==> src/rtl/imem_loader_if.sv <==
// Byte-stream handshake and instruction-memory write port shared by the boot loader
// and its environment. master = byte source / memory side, slave = loader.
interface imem_loader_if;
  logic        in_valid;
  logic [7:0]  in_data;
  logic        in_ready;
  logic        imem_we;
  logic [31:0] imem_addr;
  logic [31:0] imem_wdata;

  modport master (
    output in_valid, in_data,
    input  in_ready, imem_we, imem_addr, imem_wdata
  );

  modport slave (
    input  in_valid, in_data,
    output in_ready, imem_we, imem_addr, imem_wdata
  );
endinterface

==> src/rtl/imem_loader.sv <==
// Boot-time instruction memory loader: length-prefixed big-endian byte stream to 32-bit word writes.
// Optional trailing 32-bit additive checksum is enabled by defining IMEM_LOADER_CHECKSUM_EN.
module imem_loader #(
  parameter logic [31:0] BASE_ADDR = 32'h0000_0000,
  parameter int          MAX_WORDS = 256
) (
  input  logic          clk,
  input  logic          rst,
  input  logic          start,
  imem_loader_if.slave  bus,
  output logic          cpu_rst,
  output logic          done,
  output logic          error
);

  typedef enum logic [2:0] {
    HDR_HI,
    HDR_LO,
    DATA,
`ifdef IMEM_LOADER_CHECKSUM_EN
    CSUM,
`endif
    DONE,
    ERR
  } state_t;

`ifdef IMEM_LOADER_CHECKSUM_EN
  localparam state_t IMAGE_END = CSUM;
`else
  localparam state_t IMAGE_END = DONE;
`endif

  localparam logic [16:0] MAX_W = 17'(MAX_WORDS);

  state_t      state, state_next;
  logic [7:0]  hdr_hi;
  logic [15:0] n_words;
  logic [15:0] word_cnt;
  logic [1:0]  byte_cnt;
  logic [23:0] asm_q;
  logic        we_q;
  logic [31:0] addr_q;
  logic [31:0] wdata_q;
`ifdef IMEM_LOADER_CHECKSUM_EN
  logic [31:0] sum_q;
`endif

  logic        hs;
  logic        word_done;
  logic        restart;
  logic [15:0] hdr_count;
  logic [31:0] word;

  assign bus.in_ready   = !rst && (state != DONE) && (state != ERR);
  assign bus.imem_we    = we_q;
  assign bus.imem_addr  = addr_q;
  assign bus.imem_wdata = wdata_q;

  assign hs        = bus.in_valid && bus.in_ready;
  assign hdr_count = {hdr_hi, bus.in_data};
  assign word      = {asm_q, bus.in_data};

  // NOTE: every output of this block gets a default first so no path leaves one unassigned (no latches).
  always_comb begin
    state_next = state;
    word_done  = 1'b0;
    restart    = 1'b0;
    unique case (state)
      HDR_HI: if (hs) state_next = HDR_LO;
      HDR_LO: begin
        if (hs) begin
          if ({1'b0, hdr_count} > MAX_W) state_next = ERR;
          else if (hdr_count == 16'd0)   state_next = IMAGE_END;
          else                           state_next = DATA;
        end
      end
      DATA: begin
        if (hs && byte_cnt == 2'd3) begin
          word_done = 1'b1;
          if (word_cnt + 16'd1 == n_words) state_next = IMAGE_END;
        end
      end
`ifdef IMEM_LOADER_CHECKSUM_EN
      CSUM: begin
        if (hs && byte_cnt == 2'd3) state_next = (word == sum_q) ? DONE : ERR;
      end
`endif
      DONE, ERR: begin
        if (start) begin
          state_next = HDR_HI;
          restart    = 1'b1;
        end
      end
      default: state_next = HDR_HI;
    endcase
  end

  // NOTE: sequential state uses non-blocking assignments only, so every flop sees pre-edge values.
  always_ff @(posedge clk) begin
    if (rst) begin
      state    <= HDR_HI;
      hdr_hi   <= '0;
      n_words  <= '0;
      word_cnt <= '0;
      byte_cnt <= '0;
      asm_q    <= '0;
      we_q     <= 1'b0;
      addr_q   <= BASE_ADDR;
      wdata_q  <= '0;
      cpu_rst  <= 1'b1;
      done     <= 1'b0;
      error    <= 1'b0;
`ifdef IMEM_LOADER_CHECKSUM_EN
      sum_q    <= '0;
`endif
    end else begin
      state   <= state_next;
      we_q    <= word_done;
      done    <= (state_next == DONE);
      error   <= (state_next == ERR);
      cpu_rst <= (state_next != DONE);

      if (hs) begin
        if (state == HDR_HI) hdr_hi  <= bus.in_data;
        if (state == HDR_LO) n_words <= hdr_count;
        if (state != HDR_HI && state != HDR_LO) begin
          asm_q    <= word[23:0];
          byte_cnt <= byte_cnt + 2'd1;
        end
      end

      // The write port holds its last address/data between strobes.
      if (word_done) begin
        addr_q   <= BASE_ADDR + {14'd0, word_cnt, 2'b00};
        wdata_q  <= word;
        word_cnt <= word_cnt + 16'd1;
`ifdef IMEM_LOADER_CHECKSUM_EN
        sum_q    <= sum_q + word;
`endif
      end

      if (restart) begin
        byte_cnt <= '0;
        word_cnt <= '0;
        n_words  <= '0;
`ifdef IMEM_LOADER_CHECKSUM_EN
        sum_q    <= '0;
`endif
      end
    end
  end

endmodule

==> src/flat_wrapper.sv <==
// flat-port wrapper written by rule: the top's interface ports become plain ports
module imem_loader_flat 
#(
  parameter logic [31:0] BASE_ADDR = 32'h0000_0000,
  parameter int          MAX_WORDS = 256
)
  (clk, rst, start, cpu_rst, done, error, bus_in_valid, bus_in_data, bus_in_ready, bus_imem_we, bus_imem_addr, bus_imem_wdata);
  imem_loader_if bus_i ();
  input  logic clk;
  input  logic rst;
  input  logic start;
  output logic cpu_rst;
  output logic done;
  output logic error;
  input wire logic [$bits(bus_i.in_valid)-1:0] bus_in_valid;
  input wire logic [$bits(bus_i.in_data)-1:0] bus_in_data;
  output wire logic [$bits(bus_i.in_ready)-1:0] bus_in_ready;
  output wire logic [$bits(bus_i.imem_we)-1:0] bus_imem_we;
  output wire logic [$bits(bus_i.imem_addr)-1:0] bus_imem_addr;
  output wire logic [$bits(bus_i.imem_wdata)-1:0] bus_imem_wdata;
  assign bus_i.in_valid = bus_in_valid;
  assign bus_i.in_data = bus_in_data;
  assign bus_in_ready = bus_i.in_ready;
  assign bus_imem_we = bus_i.imem_we;
  assign bus_imem_addr = bus_i.imem_addr;
  assign bus_imem_wdata = bus_i.imem_wdata;
  imem_loader #(.BASE_ADDR(BASE_ADDR), .MAX_WORDS(MAX_WORDS)) u_core (.clk(clk), .rst(rst), .start(start), .bus(bus_i), .cpu_rst(cpu_rst), .done(done), .error(error));
endmodule
==> config.mk <==
export PLATFORM = sky130hd
export DESIGN_NAME = imem_loader_flat
export DESIGN_NICKNAME = d
export VERILOG_FILES = /design/src/rtl/imem_loader_if.sv /design/src/rtl/imem_loader.sv /design/src/flat_wrapper.sv
export SDC_FILE = /design/constraint.sdc
export NUM_CORES = 1
export LEC_CHECK = 0
export CORE_UTILIZATION = 57
export CTS_CLUSTER_DIAMETER = 150
export DETAILED_ROUTE_END_ITERATION = 12
export PLACE_DENSITY = 0.81
export SLEW_MARGIN = 20
export SYNTH_ARGS = -nofsm -noshare
export SYNTH_HDL_FRONTEND = slang
export SYNTH_SLANG_ARGS = --single-unit
==> constraint.sdc <==
create_clock -name clk -period 3.5 [get_ports clk]
set_clock_uncertainty 0.05 [all_clocks]
set_input_delay 0.35 -clock clk [delete_from_list [all_inputs] [get_ports clk]]
set_output_delay 0.35 -clock clk [all_outputs]
set_load 0.01 [all_outputs]
==> results by group <==
Pwr
  – Leak pwr: 2.15 nW
  – Int Pwr: 2.46 mW
  – Clock network fraction of total power: a little over half
  – Max VDD drop: between 0.0003 and 0.0004 V
  – PwrDens: 511 nW/µm²
  – Sequential share of power: 43.8%
  – Switching share of power: 23.4%
  – NetSw: 0.748 mW
  – Combinational Power Share: 3.6%

Route
  – Via-to-Cell Ratio: 5.47
  – Pre-antenna DRT Iters: 5
  – DR WL met3: 548 µm
  – DR top layer: met4
  – Initial DRC Count: 249
  – Met2 wire length: 5690 µm
  – Post-Route M1 WL: 4800 µm
  – Routed WL: 11200 µm
  – Antenna viol nets, final: 0
  – DR WL/cell: around 14 µm
  – Routed via count: 4266
  – # DRC: 0

Synth
  – Post-Syn Area: 5080 µm²
  – Synth cell types: between 40 and 50
  – Synth warn: 0
  – Register bit total from synthesis: 121
  – Post-synth EDFFs: 0
  – Async SR Flop Fraction: 0%
  – Average cell area after synthesis: 8.32 µm²
  – Mapped Cells: slightly above 600
  – Synth Flop Type: dfxtp_1
  – Sequential-to-total area share from yosys stat: 47.6%

STA
  – Hold Vio Cnt, Final: 0
  – Slew headroom: between 40 and 50%
  – RSZ-0062 raised after global routing: false
  – Worst slew pin tran: 0.855 ns
  – Final setup violation count: 0
  – Max Fclk: 395 MHz
  – Hold Worst Slack: 0.392 ns
  – Setup ws final: between 0.9 and 1 ns
  – Fin Setup TNS: 0 ns
  – Final period utilization: 72.3%
  – Final min period: 2.53 ns
  – Pins Over Slew Limit: 0

Global routing
  – First-pass GRT wire length: around 18000 µm
  – Overflow after GRT: 0
  – Largest net degree at the start of global routing: 88
  – GRT Total Usage: 25.5%
  – Initial antenna violation count: 0
  – Vias in the first global route: 3853

Cells and area
  – Fillers: about 630
  – Area delta synth->final: 23.3%
  – Number of diodes: 0
  – Sequential Area: between 2000 and 2500 µm²
  – Layout cells sized above 1: 7.44%
  – Final non-filler cell area: 6270 µm²
  – Multi-input logic area: around 2400 µm²
  – Non-filler instance count after layout: 780
  – Final #Nets: 673

Die
  – Die ar.: 9300 µm²
  – Initial Util: approximately three fifths
  – Area of the core: ~8700 µm²
  – Height of the die: 96.4 µm
  – I/O Pins: between 80 and 90
  – Row cnt: 34
  – Horiz. Die Dim: 96.4 µm

Place
  – Post-Place Cell Area: 5690 µm²
  – Place WS: between 0.6 and 0.7 ns
  – GPL Wtd Cong: 0.879
  – PortBufs: 64
  – Post-DP HPWL: 7390 µm
  – Cells after DPL: 748

Flow run
  – Max Cap Viol: 0

Hold path
  – Worst Hold Class: input port to flip-flop

Clock network
  – Resize count post-CTS: 0
  – Post-CTS Setup Inserts: 0
  – H-tree lvl count: 4
  – # hold bufs at CTS: 0
  – CTS Buf Count: 17
  – CTS sink cnt: 121
  – Clock-pin slew on the worst setup and hold paths: 0.06 ns
  – TritonCTS clock tree: yes
  – Clock Tree Root: clkbuf_8
  – Clock Path Buffers: 2
  – Clk Latency, worst-skew pair: ~0.52 ns

Status
  – Status: completed

Critical path
  – Critical Path AT: 2.88 ns
  – Crit. End Element: flip-flop
  – Setup Crit Path Kind: flip-flop to flip-flop
  – Startpoint type of the worst setup path: flip-flop
  – Crit Path Max Fanout: 7
  – WP data required: 3.85 ns
-- worst paths after layout --
kind | start | to | slack (ns) | cells past startpoint
worst max-delay path | u_core.word_cnt[0] | u_core.cpu_rst | 0.97 | 7
worst min-delay path | rst | u_core.hdr_hi[1] | 0.39 | 6
worst max register to register | u_core.word_cnt[0] | u_core.cpu_rst | 0.97 | 7
worst min register to register | u_core.bus.imem_addr[10] | u_core.bus.imem_addr[10] | 0.40 | 2
-- critical path, cell delays in order (launching register included) --
cell and delay, ns:
dfxtp_1 0.48, ha_1 0.31, nand3_1 0.27, nor4_4 0.33, xnor2_1 0.15, a2111oi_2 0.35, nand4_1 0.25, o22a_1 0.24
-- sequential cells by signal (all words and copies together) (netlist names) --
name and count:
u_core.word_cnt 16, u_core.n_words 16, u_core.cpu_rst 1, u_core.bus.imem_addr 16
u_core.asm_q 24, u_core.error 1, u_core.state 3, u_core.done 1
u_core.hdr_hi 8, u_core.bus.imem_wdata 32, u_core.byte_cnt 2, u_core.bus.imem_we 1
-- cells in the mapped netlist, types with 2 or more instances --
library cell / number / area share [%]
a2111oi_2: 2 / 0.59
a211oi_1: 3 / 0.44
a21oi_1: 81 / 8.0
and2_1: 3 / 0.37
and4_1: 3 / 0.52
buf_2: 16 / 1.6
buf_4: 16 / 2.4
clkbuf_1: 25 / 1.8
dfxtp_1: 121 / 48
ha_1: 2 / 0.49
inv_1: 3 / 0.22
mux2i_1: 27 / 5.3
nand2_1: 151 / 11
nand3_1: 15 / 1.5
nand4_1: 7 / 0.86
nand4b_1: 2 / 0.34
nor2_1: 46 / 3.4
nor3_1: 6 / 0.59
nor4_1: 7 / 0.86
o211ai_1: 2 / 0.30
o21ai_0: 10 / 0.98
o22ai_1: 3 / 0.37
or3_1: 5 / 0.62
xnor2_1: 22 / 3.8
xor2_1: 11 / 1.9
-- metrics by stage --
step	total power, mW	util, %
3_5_place_dp	1.55	65.5
4_1_cts	3.22	72.2
5_1_grt	3.31	72.2
3_3_place_gp	1.54	65.5
6_report	3.20	72.2
2_1_floorplan	1.52	-
-- cell families after synthesis --
group | synth area share, %
AO/OA/AOI/OAI | 12.0
XOR/XNOR | 5.69
adder cells (fa/ha/maj) | 0.492
buffers and inverters | 6.08
flip-flops | 47.6
multiplexers | 5.32
other | 0.0738
AND/OR/NAND/NOR | 22.7
-- layout by cell type, fill, tap and decap left out, types with 2 or more instances in the layout --
master,count
and2_1,3
a211oi_1,3
clkbuf_16,16
dfxtp_1,121
clkdlybuf4s50_1,63
inv_1,3
nor2_1,44
bufinv_16,2
nor3_1,6
o22ai_1,3
nand2_1,151
a21oi_1,81
nor4_1,7
conb_1,16
clkinv_4,5
xor2_1,11
a2111oi_2,2
ha_1,2
nand4_1,7
inv_6,3
and4_1,3
or3_1,5
xnor2_1,22
clkinvlp_4,3
o21ai_0,10
nor2_2,2
nand3_1,15
mux2i_1,27
nand4b_1,2
buf_4,6
o211ai_1,2
-- per-layer routing --
metal	track usage [%]	vias up
met5	0	-
met4	10.4	0
met1	30.1	1997
met2	43.5	126
met3	7.20	17
li1	-	2126
-- power by group through the flow --
stage          clock [mW]  combinational [mW]  sequential (mW)
3_5_place_dp            0               0.113             1.43
2_1_floorplan           0              0.0917             1.43
5_1_grt              1.77               0.128             1.40
3_3_place_gp            0               0.111             1.43
4_1_cts              1.70               0.114             1.40
6_report             1.69               0.115             1.40
-- cell type report --
class                      instances  area share (%)
clock buffer                      17            6.61
sequential                       121            38.6
tap                              108            2.16
timing repair buffer              71            11.2
inverter                           4           0.239
clock inverter                    15            2.69
multi-input combinational        444            38.5
Power figures use the tool's default switching activity.
